`config.mk`:
```
export PLATFORM = sky130hd
export DESIGN_NAME = iob_fifo2p_ctrl
export DESIGN_NICKNAME = d
export VERILOG_FILES = /design/src/rtl/iob_fifo2p_ctrl_pkg.sv /design/src/rtl/iob_fifo2p_ptr.sv /design/src/rtl/iob_fifo2p_ctrl.sv
export SDC_FILE = /design/constraint.sdc
export NUM_CORES = 1
export LEC_CHECK = 0
export BUFFER_PORTS_ARGS = -buffer_cell sky130_fd_sc_hd__buf_2
export CORE_UTILIZATION = 46
export CTS_CLUSTER_DIAMETER = 40
export DETAILED_ROUTE_END_ITERATION = 10
export PLACE_DENSITY = 0.85
export SYNTH_ARGS = -nofsm -noshare
export SYNTH_HDL_FRONTEND = slang
export SYNTH_SLANG_ARGS = --single-unit
```
`constraint.sdc`:
```
create_clock -name clk_i -period 4.3 [get_ports clk_i]
set_input_delay 0.86 -clock clk_i [delete_from_list [all_inputs] [get_ports clk_i]]
set_output_delay 0.86 -clock clk_i [all_outputs]
set_load 0.02 [all_outputs]
```
`src/rtl/iob_fifo2p_ctrl_pkg.sv`:
```
// iob_fifo2p_ctrl_pkg: shared constants and helpers for the two-port-RAM FIFO controller.
// Optional occupancy output is enabled with the IOB_FIFO2P_CTRL_LEVEL_EN macro.
package iob_fifo2p_ctrl_pkg;

    localparam int DEF_DATA_W = 32;
    localparam int DEF_ADDR_W = 10;

    // Depth and pointer width of the default configuration
    localparam int DEPTH = 2 ** DEF_ADDR_W;
    localparam int PTR_W = DEF_ADDR_W + 1;

    // Depth of a FIFO built on a RAM with addr_w address bits
    function automatic int fifo_depth(input int addr_w);
        return 2 ** addr_w;
    endfunction

    // Pointer width: RAM address plus one wrap bit
    function automatic int ptr_width(input int addr_w);
        return addr_w + 1;
    endfunction

    // Occupancy = (w_ptr - r_ptr) mod 2**(addr_w+1); 0 means empty, 2**addr_w means full
    function automatic logic [31:0] fifo_occupancy(input logic [31:0] w_ptr,
                                                   input logic [31:0] r_ptr,
                                                   input int          addr_w);
        logic [31:0] mask;
        mask = (32'd1 << (addr_w + 1)) - 32'd1;
        return (w_ptr - r_ptr) & mask;
    endfunction

endpackage

```
`src/rtl/iob_fifo2p_ptr.sv`:
```
// iob_fifo2p_ptr: wrap-around pointer counter with async active-high reset and increment enable.
// Used for both the write and the read pointer of iob_fifo2p_ctrl.
module iob_fifo2p_ptr #(
    parameter int PTR_W = 11
) (
    input  logic             clk,
    input  logic             rst,
    input  logic             inc,
    output logic [PTR_W-1:0] ptr
);

    // Advance by one on each accepted transfer; natural roll-over handles the wrap bit
    always_ff @(posedge clk or posedge rst) begin
        if (rst) begin
            ptr <= '0;
        end else if (inc) begin
            ptr <= ptr + 1'b1;
        end
    end

endmodule

```
`src/rtl/iob_fifo2p_ctrl.sv`:
```
// iob_fifo2p_ctrl: FIFO controller in front of an external two-port RAM
// (one write port, one read port with 1-cycle registered data).
// Define IOB_FIFO2P_CTRL_LEVEL_EN to add the level_o occupancy output.
module iob_fifo2p_ctrl
    import iob_fifo2p_ctrl_pkg::*;
#(
    parameter int DATA_W = DEF_DATA_W,
    parameter int ADDR_W = DEF_ADDR_W
) (
    input  logic              clk_i,
    input  logic              arst_i,
    input  logic              w_en_i,
    input  logic [DATA_W-1:0] w_data_i,
    output logic              w_full_o,
    input  logic              r_en_i,
    output logic [DATA_W-1:0] r_data_o,
    output logic              r_valid_o,
    output logic              r_empty_o,
    output logic              ext_mem_w_en_o,
    output logic [ADDR_W-1:0] ext_mem_w_addr_o,
    output logic [DATA_W-1:0] ext_mem_w_data_o,
    output logic              ext_mem_r_en_o,
    output logic [ADDR_W-1:0] ext_mem_r_addr_o,
    input  logic [DATA_W-1:0] ext_mem_r_data_i
`ifdef IOB_FIFO2P_CTRL_LEVEL_EN
    ,
    output logic [ADDR_W:0]   level_o
`endif
);

    localparam int PTR_BITS   = ptr_width(ADDR_W);
    localparam int FIFO_DEPTH = fifo_depth(ADDR_W);

    logic [PTR_BITS-1:0] w_ptr;
    logic [PTR_BITS-1:0] r_ptr;
    logic [31:0]         occ;
    logic                w_accept;
    logic                r_accept;

    iob_fifo2p_ptr #(.PTR_W(PTR_BITS)) u_w_ptr (
        .clk (clk_i),
        .rst (arst_i),
        .inc (w_accept),
        .ptr (w_ptr)
    );

    iob_fifo2p_ptr #(.PTR_W(PTR_BITS)) u_r_ptr (
        .clk (clk_i),
        .rst (arst_i),
        .inc (r_accept),
        .ptr (r_ptr)
    );

    // Flags come from the registered pointers only; a push never makes a same-cycle pop legal
    assign occ       = fifo_occupancy(32'(w_ptr), 32'(r_ptr), ADDR_W);
    assign r_empty_o = (occ == 32'd0);
    assign w_full_o  = (occ == 32'(FIFO_DEPTH));

`ifdef IOB_FIFO2P_CTRL_LEVEL_EN
    assign level_o = occ[PTR_BITS-1:0];
`endif

    assign w_accept = w_en_i & ~w_full_o;
    assign r_accept = r_en_i & ~r_empty_o;

    // RAM ports: enables only on accepted requests, address/data follow the pointers
    assign ext_mem_w_en_o   = w_accept;
    assign ext_mem_w_addr_o = w_ptr[ADDR_W-1:0];
    assign ext_mem_w_data_o = w_data_i;
    assign ext_mem_r_en_o   = r_accept;
    assign ext_mem_r_addr_o = r_ptr[ADDR_W-1:0];

    // RAM read data is already registered; pass it straight to the consumer
    assign r_data_o = ext_mem_r_data_i;

    // Read-valid tracks the RAM's one-cycle read latency
    always_ff @(posedge clk_i or posedge arst_i) begin
        if (arst_i) begin
            r_valid_o <= 1'b0;
        end else begin
            r_valid_o <= r_accept;
        end
    end

endmodule

```
=== Word level (Yosys, flattened, before mapping) ===
Index checks and enable logic that the tools add are counted.
W data, S select, Z words.

* Reductions and logical operators: 1
* Add/sub/neg operators: 3
* Equal/unequal tests: 1
* Bitwise gates (word level): 4

{| class="wikitable"
|+ Operators with widths
! cell !! count
|-
| $logic_not A32 Y1 || 1
|-
| $add A11 B1 Y11 const B || 2
|-
| $eq A11 B11 Y1 const B || 1
|-
| $sub A11 B11 Y11 || 1
|-
| $and A1 B1 Y1 || 2
|-
| $not A1 Y1 || 2
|}

* Input port bits: 68
* Flip-flop bits (word level): 23
* Word-level logic and storage cells: 12
* Output and inout bits: 89

=== Logic depth before layout (Yosys ltp) ===
* Depth after elaboration: 4
* Depth in mapped cells: 11
* Gate-level depth less buffers: 10

=== Modules after synthesis ===
Synthesis repeated with hierarchy kept, for this count alone.

* Cells, all modules: 239
* Area total of the unflattened synthesis: 2133.3 µm²

{| class="wikitable"
|+ By module, submodules not included
! module !! times used !! area each (µm²) !! cells each !! sequential area each (µm²)
|-
| iob_fifo2p_ctrl || 1 || 1159.9 || 157 || 25.0
|-
| iob_fifo2p_ptr || 2 || 486.7 || 41 || 275.3
|}

=== Least setup slack after synthesis ===
No wires, ideal clock.

* Path kind: register to output
* Start point: reg u_w_ptr.ptr[4]
* End point: out ext_mem_r_en_o
* Data arrival time: 2.444 ns
* Buffers on the path: 0
* Setup slack: 0.996 ns
* Stages on the path, launching flop included: 10
* Required time: 3.440 ns
* Cells stage by stage: dfrtp_1 > ha_1 > or2_1 > a21oi_2 > a31oi_2 > a221oi_4 > xnor2_2 > nor3_4 > nand2b_2 > inv_1

* Word-level cells in the longest chain between the ends: 4

{| class="wikitable"
|+ Ends and longest elaborated chain
! what !! line !! source
|-
| start: declaration || iob_fifo2p_ptr.sv:9 || <nowiki>output logic [PTR_W-1:0] ptr</nowiki>
|-
| start signal: assignment || iob_fifo2p_ptr.sv:17 || <nowiki>ptr <= ptr + 1'b1;</nowiki>
|-
| $sub A11 B11 Y11 || iob_fifo2p_ctrl_pkg.sv:28 || <nowiki>return (w_ptr - r_ptr) & mask;</nowiki>
|-
| $logic_not A32 Y1 || iob_fifo2p_ctrl.sv:56 || <nowiki>assign r_empty_o = (occ == 32'd0);</nowiki>
|-
| via r_empty_o || iob_fifo2p_ctrl.sv:18 || <nowiki>output logic r_empty_o,</nowiki>
|-
| $not A1 Y1 || iob_fifo2p_ctrl.sv:64 || <nowiki>assign r_accept = r_en_i & ~r_empty_o;</nowiki>
|-
| $and A1 B1 Y1 || iob_fifo2p_ctrl.sv:64 ||
|-
| end: declaration || iob_fifo2p_ctrl.sv:22 || <nowiki>output logic ext_mem_r_en_o,</nowiki>
|}

The timed path passes the listed nets, and every way through them passes these cells.

=== Final worst setup path ===
* Start point: reg u_r_ptr.ptr[3]
* End point: out ext_mem_w_en_o

* Word-level cells in the longest chain between the ends: 4

{| class="wikitable"
|+ Ends and longest elaborated chain
! what !! line !! source
|-
| start: declaration || iob_fifo2p_ptr.sv:9 ||
|-
| start signal: assignment || iob_fifo2p_ptr.sv:17 ||
|-
| $sub A11 B11 Y11 || iob_fifo2p_ctrl_pkg.sv:28 ||
|-
| $eq A11 B11 Y1 || iob_fifo2p_ctrl.sv:57 || <nowiki>assign w_full_o = (occ == 32'(FIFO_DEPTH));</nowiki>
|-
| $not A1 Y1 || iob_fifo2p_ctrl.sv:63 || <nowiki>assign w_accept = w_en_i & ~w_full_o;</nowiki>
|-
| $and A1 B1 Y1 || iob_fifo2p_ctrl.sv:63 ||
|-
| end: declaration || iob_fifo2p_ctrl.sv:19 || <nowiki>output logic ext_mem_w_en_o,</nowiki>
|}

No other way between the ends.

==> results.yml <==
critical_path:
  worstPathRequired_ns: 3.44
  reg2reg_depth: 9
  rr_endpoint: "u_w_ptr.ptr[1]"
  critPathMaxFanout: 12
  worst-r2r-setup-slack_ns: 1.28
  worst-setup-path-type: "reg2out"
  reg2reg_from: "u_r_ptr.ptr[3]"
  critPathCaptureType: "output pin"
  startpoint_type: "flip-flop"
  cp.arrival_ns: 3.05
timing:
  fin_ws_ns: 0.388
  final_max_slew_viol_count: 0
  grt_setup_unrepaired: "no"
  hold_violations: 0
  slew_headroom: 0.425
  fin_crit_sh: 0.910
  finClkSkew_ns: 0.00480
  worst_pin_slew_ns: 0.861
  fin_tns_setup_ns: 0
  finalCriticalPeriod_ns: 3.91
  setup_violations: 0
  timing.fmax_mhz: 256
synthesis:
  synth_edf_count: 0
  ys_seq_area_frac: 0.246
  synthCells: 253
  syn_area_um2: 2340
  async_flop_share: 1.00
  yosysUniqueCellTypes: 50
  ys_warn_count: 0
  synth.avg_cell_area_um2: 9.24
  ys.flop_type: "dfrtp_1"
  ys_ff_latch: 23
  syn_nets: 333
placement:
  place.port_buffers: 28
  post_dp_cell_area_um2: 1920
  dp_slack_ns: 0.695
  place_hpwl_um: 3190
  gp_congestion: 0.933
floorplan:
  die_width_um: 73.3
  pin_count: 157
  design.core.area_um2: 4820
  die_h_um: 73.3
  dieArea_um2: 5370
  num_rows: 25
  initial_core_util: 0.485
status:
  outcome: "completed"
flow_run:
  maxCapViolations: 0
clock_tree:
  root_buffer: "clkbuf_8"
  cts.path.max_buffers: 2
  htreeDepth: 1
  clkTransAtPathRegs_ns: 0.08
  cts_sinks: 23
  cts_tree: "yes"
  cts_setup_buffers: 0
  clock_latency_ns: 0.27
  holdBufCountCts: 0
  numCtsBuffers: 3
  cts_resized: 0
layout:
  synthToLayoutAreaGrowth_pct: -15.9
  n_fill_cell: 492
  fin_area_um2: 1970
  drive_gt1_frac: 0.270
  finish.net_count: 281
  n_antenna_cell: 0
  final_util: 0.408
power_and_ir_drop:
  worst_ir_drop_vdd_mv: 0.420
  p_per_area_nw_per_um2: 822
  power_leakage_nw: 0.878
routing:
  drc_errors: 0
  drt-initial-drc-count: 35
  vias: 1424
  routedWlPerCell_um: 14.9
  drtAntennaViolNets: 0
  first_pass_iters: 4
  wl_um: 3980
  viasPerCell: 5.33
global_routing:
  grt_use_total: 0.161
  grt_max_degree: 24
  grt_pass1_vias: 1441
  grt_overflow: 0
  grt_pass1_wl_um: 6700
  antenna_found_initial: 0
min_path:
  hold_end: "u_w_ptr.ptr[10]"
  hold_start: "u_w_ptr.ptr[10]"
  worstHoldPathType: "reg2reg"
  min_path_cells: 1
-- sequential cells by signal, indices dropped and copies added, names as in the netlist --
name         flops
r_valid_o        1
u_w_ptr.ptr     11
u_r_ptr.ptr     11
-- kinds of logic (layout without fill, tap and decap cells) --
group | count (synthesis) | after routing | share of synthesized area
compound gates | 26 | 26 | 0.105
xor+xnor | 24 | 24 | 0.0931
buf+inv | 100 | 47 | 0.299
simple gates | 63 | 63 | 0.170
mux | 5 | 5 | 0.0230
fa+ha+maj | 12 | 12 | 0.0642
flops | 23 | 23 | 0.246
-- area by class of cell --
type | count | area, µm² | share of cell area
multi-input cells | 130 | 1060 | 0.541
flip-flops and latches | 23 | 576 | 0.293
clock inverters | 1 | 5.00 | 0.00254
repair buffers | 28 | 140 | 0.0712
well taps | 67 | 83.8 | 0.0426
clock buffers | 3 | 41.3 | 0.0210
inverters | 15 | 56.3 | 0.0286
-- per-layer routing --
layer | global-route usage | wire length, µm | vias to the layer above
met5 | 0 | 0 | -
met4 | 0.0812 | 112 | 0
met3 | 0.0357 | 244 | 25
met2 | 0.246 | 1810 | 51
met1 | 0.215 | 1810 | 678
li1 | - | - | 670
-- stage by stage --
stage / cells / hold slack [ns] / power [mW]
after floorplan: 253 / 0.462 / 1.43
final: 267 / 0.513 / 1.62
after CTS: 267 / 0.519 / 1.62
after global placement: 263 / 0.481 / 1.46
after global routing: 267 / 0.549 / 1.75
after detailed placement: 263 / 0.503 / 1.48
-- report_power, final --
part | internal [mW] | switching [mW]
Sequential | 0.300 | 0.114
Clock | 0.0648 | 0.0722
Combinational | 0.431 | 0.635
-- layout by cell type (no fill, tap or decap), types with 2 or more instances in the layout --
cell	count
buf_2	28
dfrtp_1	23
xnor2_1	21
inv_1	15
ha_1	12
nand2_1	10
nor2_1	9
nand3_1	8
nand4_1	6
a21oi_1	5
nor3_2	3
and3_1	3
and4_1	3
clkbuf_8	3
a21oi_2	2
mux2i_1	2
a21o_1	2
o211ai_1	2
o21ai_0	2
and2_1	2
o22ai_1	2
o21ba_2	2
mux2_2	2
nor2b_1	2
nand2b_1	2
nor4_1	2
xor2_1	2
nand3_2	2
-- cells in the mapped netlist, types with 2 or more instances --
cell       n  area share
nand2b_1   2      0.0053
nor2b_1    2      0.0053
mux2i_1    2      0.0086
nand4_1    6       0.016
nor2_1     9       0.014
dfrtp_1   23        0.25
a21oi_1    5       0.011
inv_1     15       0.024
a21oi_2    2      0.0075
xnor2_1   21       0.079
o21ba_2    2      0.0086
nand2_1   10       0.016
and4_1     3       0.011
nand3_1    8       0.017
and3_1     3      0.0080
nor4_1     2      0.0053
nand3_2    2      0.0086
ha_1      12       0.064
buf_4     84        0.27
mux2_2     2      0.0096
nor3_2     3       0.013
o21ai_0    2      0.0043
o22ai_1    2      0.0053
o211ai_1   2      0.0064
xor2_1     2      0.0075
and2_1     2      0.0053
a21o_1     2      0.0064
-- critical path, stage by stage, from the launching register on --
cell	delay, ns
dfrtp_1	0.44
inv_1	0.13
ha_1	0.39
a21oi_2	0.26
o22ai_1	0.11
o21ba_2	0.24
mux2_2	0.33
nand4_2	0.15
o31a_1	0.46
buf_2	0.26
-- worst max-delay path by stage --
stage                         startpoint             end  slack, ns  cells after the start
after detailed placement  u_r_ptr.ptr[3]  ext_mem_w_en_o       0.70                      9
after floorplan           u_w_ptr.ptr[4]  ext_mem_r_en_o        1.0                      9
after CTS                 u_r_ptr.ptr[3]  ext_mem_w_en_o       0.38                      9
final                     u_r_ptr.ptr[3]  ext_mem_w_en_o       0.39                      9
after global routing      u_r_ptr.ptr[3]  ext_mem_w_en_o       0.18                      9
after global placement    u_r_ptr.ptr[3]  ext_mem_w_en_o       0.76                      9
(Power assumes the default switching activity.)
